<file path="src/rtl/mem_port_arbiter_pkg.sv">
// Shared types for the two-port memory arbiter:
// memory command codes, FSM states and grant ids.
package mem_arb_pkg;

   typedef enum logic [1:0] {
      NOP   = 2'b00,
      READ  = 2'b01,
      WRITE = 2'b10
   } cntrl_t;

   typedef enum logic [1:0] {
      IDLE,
      ISSUE,
      WAIT,
      DONE
   } state_t;

   typedef enum logic {
      FETCH = 1'b0,
      DATA  = 1'b1
   } grant_t;

endpackage

</file>
<file path="src/rtl/mem_port_arbiter_if.sv">
// Bus bundle between core, arbiter and memory module.
// slave: arbiter view; master: core + memory view.
interface mem_port_arbiter_if #(
   parameter int ramWidth = 8,
   parameter int addrSize = 8
);
   logic                f_req;
   logic [addrSize-1:0] f_addr;
   logic                f_indirect;
   logic                f_ack;
   logic [ramWidth-1:0] f_rdata;

   logic                d_req;
   logic                d_we;
   logic [addrSize-1:0] d_addr;
   logic [ramWidth-1:0] d_wdata;
   logic                d_indirect;
   logic                d_ack;
   logic [ramWidth-1:0] d_rdata;

   logic                mem_start;
   logic [1:0]          mem_cntrl;
   logic [addrSize-1:0] mem_addr;
   logic [ramWidth-1:0] mem_dataIn;
   logic                mem_isIndirect;
   logic [ramWidth-1:0] mem_dataOut;
   logic                mem_dataReady;

   logic                busy;
   logic                timeout_err;

   modport slave (
      input  f_req, f_addr, f_indirect,
      output f_ack, f_rdata,
      input  d_req, d_we, d_addr, d_wdata, d_indirect,
      output d_ack, d_rdata,
      output mem_start, mem_cntrl, mem_addr,
      output mem_dataIn, mem_isIndirect,
      input  mem_dataOut, mem_dataReady,
      output busy, timeout_err
   );

   modport master (
      output f_req, f_addr, f_indirect,
      input  f_ack, f_rdata,
      output d_req, d_we, d_addr, d_wdata, d_indirect,
      input  d_ack, d_rdata,
      input  mem_start, mem_cntrl, mem_addr,
      input  mem_dataIn, mem_isIndirect,
      output mem_dataOut, mem_dataReady,
      input  busy, timeout_err
   );

endinterface

</file>
<file path="src/rtl/mem_port_arbiter_rr_arbiter2.sv">
// Combinational 2-way round-robin pick.
// Ports: i_f_req, i_d_req, i_last -> o_valid, o_grant.
module rr_arbiter2
   import mem_arb_pkg::*;
(
   input  logic   i_f_req,
   input  logic   i_d_req,
   input  grant_t i_last,
   output logic   o_valid,
   output grant_t o_grant
);

   always_comb begin
      o_valid = i_f_req | i_d_req;
      o_grant = FETCH;
      unique case (1'b1)
         (i_f_req & i_d_req):  o_grant = grant_t'(~i_last);
         (i_d_req & ~i_f_req): o_grant = DATA;
         default:              o_grant = FETCH;
      endcase
   end

endmodule

</file>
<file path="src/rtl/mem_port_arbiter.sv">
// Shares one memory port between fetch and data requesters.
// Ports: clk, clr (async high), bus (slave modport).
module mem_port_arbiter
   import mem_arb_pkg::*;
#(
   parameter int ramWidth      = 8,
   parameter int addrSize      = 8,
   parameter int timeoutCycles = 64
) (
   input logic               clk,
   input logic               clr,
   mem_port_arbiter_if.slave bus
);

   localparam int TW = $clog2(timeoutCycles);
   localparam logic [TW-1:0] TLAST = TW'(timeoutCycles - 1);

   state_t              r_state;
   state_t              w_next;
   grant_t              r_grant;
   grant_t              r_last;
   grant_t              w_pick;
   logic                w_valid;
   cntrl_t              r_cmd;
   logic [addrSize-1:0] r_addr;
   logic [ramWidth-1:0] r_wdata;
   logic [ramWidth-1:0] r_f_rdata;
   logic [ramWidth-1:0] r_d_rdata;
   logic                r_ind;
   logic                r_err;
   logic [TW-1:0]       r_tcnt;
   logic                w_rdy;
   logic                w_tmo;

   rr_arbiter2 u_rr (
      .i_f_req (bus.f_req),
      .i_d_req (bus.d_req),
      .i_last  (r_last),
      .o_valid (w_valid),
      .o_grant (w_pick)
   );

   // tcnt is 0 in the first WAIT cycle: a ready there is stale
   assign w_rdy = bus.mem_dataReady && (r_tcnt != '0);
   assign w_tmo = (r_tcnt == TLAST);

   always_ff @(posedge clk or posedge clr) begin
      if (clr) begin
         r_state   <= IDLE;
         r_grant   <= FETCH;
         r_last    <= DATA;
         r_cmd     <= NOP;
         r_addr    <= '0;
         r_wdata   <= '0;
         r_f_rdata <= '0;
         r_d_rdata <= '0;
         r_ind     <= 1'b0;
         r_err     <= 1'b0;
         r_tcnt    <= '0;
      end else begin
         r_state <= w_next;
         unique case (r_state)
            IDLE: begin
               if (w_valid) begin
                  r_grant <= w_pick;
                  if (w_pick == DATA) begin
                     r_cmd   <= bus.d_we ? WRITE : READ;
                     r_addr  <= bus.d_addr;
                     r_wdata <= bus.d_wdata;
                     r_ind   <= bus.d_indirect;
                  end else begin
                     r_cmd  <= READ;
                     r_addr <= bus.f_addr;
                     r_ind  <= bus.f_indirect;
                  end
               end
            end
            ISSUE: r_tcnt <= '0;
            WAIT: begin
               r_tcnt <= r_tcnt + TW'(1);
               // ready wins over a same-cycle timeout
               r_err  <= !w_rdy && w_tmo;
               if (w_rdy && r_cmd == READ) begin
                  if (r_grant == DATA)
                     r_d_rdata <= bus.mem_dataOut;
                  else
                     r_f_rdata <= bus.mem_dataOut;
               end
            end
            DONE: r_last <= r_grant;
            default: ;
         endcase
      end
   end

   always_comb begin
      w_next          = r_state;
      bus.mem_start   = 1'b0;
      bus.mem_cntrl   = NOP;
      bus.f_ack       = 1'b0;
      bus.d_ack       = 1'b0;
      bus.timeout_err = 1'b0;
      unique case (r_state)
         IDLE: begin
            if (w_valid) w_next = ISSUE;
         end
         ISSUE: begin
            bus.mem_start = 1'b1;
            bus.mem_cntrl = r_cmd;
            w_next        = WAIT;
         end
         WAIT: begin
            bus.mem_cntrl = r_cmd;
            if (w_rdy || w_tmo) w_next = DONE;
         end
         DONE: begin
            bus.f_ack       = (r_grant == FETCH);
            bus.d_ack       = (r_grant == DATA);
            bus.timeout_err = r_err;
            w_next          = IDLE;
         end
         default: w_next = IDLE;
      endcase
   end

   assign bus.busy           = (r_state != IDLE);
   assign bus.mem_addr       = r_addr;
   assign bus.mem_dataIn     = r_wdata;
   assign bus.mem_isIndirect = r_ind;
   assign bus.f_rdata        = r_f_rdata;
   assign bus.d_rdata        = r_d_rdata;

endmodule

</file>
<file path="src/flat_wrapper.sv">
// flat-port wrapper written by rule: the top's interface ports become plain ports
module mem_port_arbiter_flat import mem_arb_pkg::*;
#(
   parameter int ramWidth      = 8,
   parameter int addrSize      = 8,
   parameter int timeoutCycles = 64
)
  (clk, clr, bus_f_req, bus_f_addr, bus_f_indirect, bus_f_ack, bus_f_rdata, bus_d_req, bus_d_we, bus_d_addr, bus_d_wdata, bus_d_indirect, bus_d_ack, bus_d_rdata, bus_mem_start, bus_mem_cntrl, bus_mem_addr, bus_mem_dataIn, bus_mem_isIndirect, bus_mem_dataOut, bus_mem_dataReady, bus_busy, bus_timeout_err);
  mem_port_arbiter_if #(.ramWidth(ramWidth), .addrSize(addrSize)) bus_i ();
  input logic clk;
  input logic clr;
  input wire logic [$bits(bus_i.f_req)-1:0] bus_f_req;
  input wire logic [$bits(bus_i.f_addr)-1:0] bus_f_addr;
  input wire logic [$bits(bus_i.f_indirect)-1:0] bus_f_indirect;
  output wire logic [$bits(bus_i.f_ack)-1:0] bus_f_ack;
  output wire logic [$bits(bus_i.f_rdata)-1:0] bus_f_rdata;
  input wire logic [$bits(bus_i.d_req)-1:0] bus_d_req;
  input wire logic [$bits(bus_i.d_we)-1:0] bus_d_we;
  input wire logic [$bits(bus_i.d_addr)-1:0] bus_d_addr;
  input wire logic [$bits(bus_i.d_wdata)-1:0] bus_d_wdata;
  input wire logic [$bits(bus_i.d_indirect)-1:0] bus_d_indirect;
  output wire logic [$bits(bus_i.d_ack)-1:0] bus_d_ack;
  output wire logic [$bits(bus_i.d_rdata)-1:0] bus_d_rdata;
  output wire logic [$bits(bus_i.mem_start)-1:0] bus_mem_start;
  output wire logic [$bits(bus_i.mem_cntrl)-1:0] bus_mem_cntrl;
  output wire logic [$bits(bus_i.mem_addr)-1:0] bus_mem_addr;
  output wire logic [$bits(bus_i.mem_dataIn)-1:0] bus_mem_dataIn;
  output wire logic [$bits(bus_i.mem_isIndirect)-1:0] bus_mem_isIndirect;
  input wire logic [$bits(bus_i.mem_dataOut)-1:0] bus_mem_dataOut;
  input wire logic [$bits(bus_i.mem_dataReady)-1:0] bus_mem_dataReady;
  output wire logic [$bits(bus_i.busy)-1:0] bus_busy;
  output wire logic [$bits(bus_i.timeout_err)-1:0] bus_timeout_err;
  assign bus_i.f_req = bus_f_req;
  assign bus_i.f_addr = bus_f_addr;
  assign bus_i.f_indirect = bus_f_indirect;
  assign bus_f_ack = bus_i.f_ack;
  assign bus_f_rdata = bus_i.f_rdata;
  assign bus_i.d_req = bus_d_req;
  assign bus_i.d_we = bus_d_we;
  assign bus_i.d_addr = bus_d_addr;
  assign bus_i.d_wdata = bus_d_wdata;
  assign bus_i.d_indirect = bus_d_indirect;
  assign bus_d_ack = bus_i.d_ack;
  assign bus_d_rdata = bus_i.d_rdata;
  assign bus_mem_start = bus_i.mem_start;
  assign bus_mem_cntrl = bus_i.mem_cntrl;
  assign bus_mem_addr = bus_i.mem_addr;
  assign bus_mem_dataIn = bus_i.mem_dataIn;
  assign bus_mem_isIndirect = bus_i.mem_isIndirect;
  assign bus_i.mem_dataOut = bus_mem_dataOut;
  assign bus_i.mem_dataReady = bus_mem_dataReady;
  assign bus_busy = bus_i.busy;
  assign bus_timeout_err = bus_i.timeout_err;
  mem_port_arbiter #(.ramWidth(ramWidth), .addrSize(addrSize), .timeoutCycles(timeoutCycles)) u_core (.clk(clk), .clr(clr), .bus(bus_i));
endmodule
</file>
<file path="config.mk">
export PLATFORM = sky130hd
export DESIGN_NAME = mem_port_arbiter_flat
export DESIGN_NICKNAME = d
export VERILOG_FILES = /design/src/rtl/mem_port_arbiter_pkg.sv /design/src/rtl/mem_port_arbiter_if.sv /design/src/rtl/mem_port_arbiter_rr_arbiter2.sv /design/src/rtl/mem_port_arbiter.sv /design/src/flat_wrapper.sv
export SDC_FILE = /design/constraint.sdc
export NUM_CORES = 1
export LEC_CHECK = 0
export BUFFER_PORTS_ARGS = -buffer_cell sky130_fd_sc_hd__buf_2
export CAP_MARGIN = 10
export CORE_MARGIN = 1
export CORE_UTILIZATION = 48
export DETAILED_ROUTE_END_ITERATION = 8
export GPL_TIMING_DRIVEN = 0
export PLACE_DENSITY = 0.77
export RECOVER_POWER = 50
export SLEW_MARGIN = 20
export SYNTH_ARGS = -nofsm -noshare
export SYNTH_HDL_FRONTEND = slang
export SYNTH_HIERARCHICAL = 1
export SYNTH_SLANG_ARGS = --single-unit
</file>
<file path="constraint.sdc">
create_clock -name clk -period 2.05 [get_ports clk]
set_input_delay 0.1025 -clock clk [delete_from_list [all_inputs] [get_ports clk]]
set_output_delay 0.1025 -clock clk [all_outputs]
set_load 0.02 [all_outputs]
</file>
* Word-level counts from Yosys, hierarchy flattened
Index checks and enable logic that the tools add are counted.
** Operators by class
- Eq/ne operators :: 7
- Mux-type cells :: 14
- Reductions and logical operators :: 15
- Add/subtract/negate cells :: 1
- Bitwise gates (word level) :: 6
** Operators by type and width (count)
- $pmux W6 S2 :: 1
- $mux W2 :: 5
- $reduce_and A3 Y1 :: 3
- $mux W8 :: 1
- $pmux W2 S4 :: 1
- $add A6 B1 Y6 const B :: 1
- $eq A6 B6 Y1 const B :: 1
- $reduce_bool A6 Y1 :: 1
- $mux W1 :: 5
- $eq A2 B1 Y1 const B :: 2
- $eq A2 B2 Y1 const B :: 2
- $reduce_and A2 Y1 :: 2
- $reduce_bool A2 Y1 :: 2
- $logic_and A1 B1 Y1 :: 3
- $not A1 Y1 :: 3
- $and A1 B1 Y1 :: 2
- $logic_not A2 Y1 :: 1
- $ne A2 B1 Y1 const B :: 1
- $ne A2 B2 Y1 const B :: 1
- $pmux W1 S2 :: 1
- $reduce_or A2 Y1 :: 1
- $logic_not A1 Y1 :: 1
- $logic_or A1 B1 Y1 :: 1
- $or A1 B1 Y1 :: 1
** Storage, ports and cells
- Register bits after elaboration :: 46
- Logic and storage cells :: 54
- Input port bits :: 40

* Longest topological paths before layout
- Depth after elaboration :: 5
- Gate-level depth with buffers :: 7
- Mapped depth without buffers :: 6

* Modules after synthesis
The synthesis kept the hierarchy.
** By module, submodules not included
- mem_port_arbiter :: area an instance 2087.0 um^2, cells each 172, instances 1, sequential area each 1152.4 um^2
- rr_arbiter2 :: area an instance 13.8 um^2, cells each 2, instances 1, sequential area each 0.0 um^2

* Least setup slack after synthesis
OpenSTA, ideal clock, no wires.
- Path type :: flip-flop to flip-flop
- From :: reg u_core.r_state[0]
- To :: reg u_core.r_wdata[0], in the netlist u_core/bus.mem_dataIn[0]
- Period minus slack after synthesis :: 1606 ps
- Required time :: 1925 ps
- Setup time :: 125 ps
- Data arrival time :: 1482 ps
- Path slack :: 444 ps
- Stages on the path, launching flop included :: 7
- Cells stage by stage :: dfrtp_1 inv_1 ha_1 and2_1 clkbuf_1 nand2_1 mux2_2
** On the way
- Cells in the longest elaborated chain, start to end :: 2
** RTL lines
- from (decl) :: RTL line mem_port_arbiter.sv:18 : state_t r_state;
- from (signal assigned) :: RTL line mem_port_arbiter.sv:61 : r_state <= w_next;
- $logic_not A2 Y1 :: RTL line mem_port_arbiter.sv:62 : unique case (r_state)
- $reduce_and A3 Y1 (no line)
- to (signal assigned) :: RTL line mem_port_arbiter.sv:69 : r_wdata <= bus.d_wdata;
- to (decl) :: RTL line mem_port_arbiter.sv:26 : logic [ramWidth-1:0] r_wdata;
No other way between the ends.
A chain may end at the register's enable or synchronous reset.

* Worst setup path in the final report
- From :: reg u_core.r_state[0]
- To :: reg u_core.r_wdata[5], in the netlist u_core/bus.mem_dataIn[5]
Same word-level chain as after synthesis.

==> impl_metrics.ini <==
[clock_network]
cts_sinks = 46
tritoncts = built
clockBufferDepth = 2
cts-buffers-inserted = 5
clk_pin_slew_ns = 0.08
clock-root-buffer = clkbuf_8
htree_levels = 2
post_cts.repair.setup_buffers = 0
clock_latency_ns = 0.29

[yosys]
syn-instance-count = 174
synthTopCellsByArea = dfrtp_1 54%, mux2_2 13%, mux2i_1 4.3%, ha_1 4.2%, a21oi_1 2.6%
async_flop_share = 1.00
syn_area_um2 = 2100
synth_ff_type = dfrtp_1
synth_cell_type_count = 34
ys_seq_area_frac = 0.549
yosysTopAreaCellShare = 0.536
yosys.area.top_type = dfrtp_1
syn-num-nets = 221
syn_area_per_cell_um2 = 12.1
synth-edff-count = 0
synth_most_common_cell = dfrtp_1
synth_commonest_cells = 45 x dfrtp_1, 25 x mux2_2, 12 x inv_1
ys_ff_latch = 46
yosys_warnings = 6

[route]
firstDrtPassIters = 4
vias = 1632
drc = 0
via_per_inst = 5.23
wl_per_cell_um = 14.0
drtIter0Drc = 54
route.antenna.remaining_nets = 0
routed_wl_mm = 4.38

[floorplanning]
start_util = 0.514
dieWidth_um = 68.2
core_area_um2 = 4090
die_y_um = 68.2
ios = 80
rows = 23
dieArea_um2 = 4650

[timing]
setup_viol = 0
finalCritPeriodShare = 0.895
post-route-min-period_ns = 1.83
slew_headroom = 0.388
fmax_mhz = 545
setup_tns_ns = 0
fin_skew_ns = 0.00335
hold_viol = 0
rsz0062_at_grt = no
worstMarginPinSlew_ns = 0.917
whs_ns = 0.0363
final_max_slew_viol_count = 0

[power]
internal_power_w = 0.00232
cellLeakagePower_nw = 1.27
p_sw_frac = 0.405
p_sw_w = 0.00158
total_power_w = 0.00390
p_seq_frac = 0.377
power_frac_clock = 0.173
max-vdd-ir-drop_uv = 894
power_frac_comb = 0.451
power_density_nw_per_um2 = 1470

[global_routing]
grt_max_degree = 25
track_usage = 0.217
antenna_found_initial = 0
grt_overflow = 0
grt_pass1_vias = 1612
grt_pass1_wl_mm = 7.29

[critical_path]
crit_family = simple AND/OR/NAND/NOR gates
crit_slowest_cell = dfrtp_1
path_max_fanout = 9
worst_setup_path_start_kind = flip-flop
endpoint_kind = flip-flop
path_class = flip-flop to flip-flop
cp_cell_sequence = inv_1 > ha_1 > and2_1 > clkbuf_1 > nand2_1 > mux2_2
cp_slowest_stage_delay_ns = 0.40
crit_buf_inv = 2
worstPathArrival_ns = 2.01
cp.required_ns = 2.23

[cells_and_area]
area_growth_pct = 26.0
final_cells = 312
drive_above_1_share = 0.347
fill_cells = 336
nNetsFinal = 309
num_antenna_cells = 0

[placed_design]
dp_hpwl_mm = 3.27
place_inst = 304
io_buffer_count = 79
gp_congestion = 0.745

[hold_path]
worstHoldPathType = primary input to flip-flop

[run]
cap_violations = 0

[run_status]
status = finished, final reports clean
## per-layer routing
layer | track usage | vias to the layer above | part of all wire
li1 | - | 781 | -
met5 | 0 | - | 0
met1 | 0.268 | 790 | 0.45
met3 | 0.0683 | 8 | 0.054
met4 | 0.0703 | 0 | 0.015
met2 | 0.358 | 53 | 0.49
## cells by family (layout without fill, tap and decap cells)
family,count (synthesis),count (layout),synth area share
compound gates,26,26,0.0739
fa+ha+maj,7,7,0.0417
buf+inv,19,107,0.0363
flops,46,46,0.549
mux,35,35,0.184
simple gates,41,41,0.116
## timing repair
item | CTS | global route
resized for setup | 0 | 2
hold buffers | 1 | 0
endpoints found under the hold margin | 22 | 0
endpoints found under the setup margin | 0 | 2
## flip-flops by register name (all words and copies together) (netlist names)
signal	cells
u_core/bus.mem_dataIn	8
u_core/r_state	2
u_core/r_tcnt	6
u_core/r_grant	1
u_core/r_last	1
u_core/bus.f_rdata	8
u_core/r_err	1
u_core/bus.d_rdata	8
u_core/bus.mem_addr	8
u_core/r_cmd	2
u_core/bus.mem_isIndirect	1
## placed cells by master (no fill, tap or decap), drive strengths merged, types with 2 or more instances in the layout
master  netlist  final
o22ai         3      3
nand3        10     10
inv          13     13
mux2i         9      9
nand2         3      3
a21oi        11     11
buf           2     48
nor2b         2      2
ha            7      7
and2          5      5
o21ai         6      6
dfrtp        45     45
nor2         10     10
nor3          2      2
clkbuf        4     44
a21boi        2      2
mux2         26     26
nor3b         2      2
## stage by stage
step                      utilization  area [um2]  setup WS (ns)
after CTS                       0.663        2710         0.0715
after detailed placement        0.633        2590          0.218
after floorplan                     -        2100          0.444
after global routing            0.648        2650         0.0560
after global placement          0.626        2560          0.230
final                           0.648        2650          0.216
## path summary, 6_finish.rpt
check / startpoint / endpoint / slack [ns] / cells past startpoint
min in group asynchronous: clr / u_core/bus.mem_dataIn[2] / 0.55 / 3
setup reg to reg: u_core/r_state[0] / u_core/bus.mem_dataIn[5] / 0.22 / 6
hold reg to reg: u_core/r_err / u_core/r_err / 0.50 / 1
hold / removal: bus_d_wdata[3] / u_core/bus.mem_dataIn[3] / 0.04 / 2
max in group asynchronous: clr / u_core/r_err / 0.43 / 4
setup / recovery: u_core/r_state[0] / u_core/bus.mem_dataIn[5] / 0.22 / 6
## power groups by stage
stage	Clock, W	Sequential, W	Combinational, W
floorplan	0	0.00181	0.000914
global placement	0	0.00146	0.00181
detailed placement	0	0.00148	0.00184
CTS	0.000691	0.00146	0.00185
global route	0.000724	0.00152	0.00192
finish	0.000673	0.00147	0.00176
## cell type report
cell class	instances	area, um2	area share
inverter	13	48.8	0.0184
clock buffer	6	82.6	0.0312
multi-input combinational	109	872	0.330
buffer	6	28.8	0.0109
clock inverter	1	30.0	0.0113
tap	50	62.6	0.0236
sequential	46	1150	0.435
timing repair buffer	81	369	0.139
(Power assumes the default switching activity.)
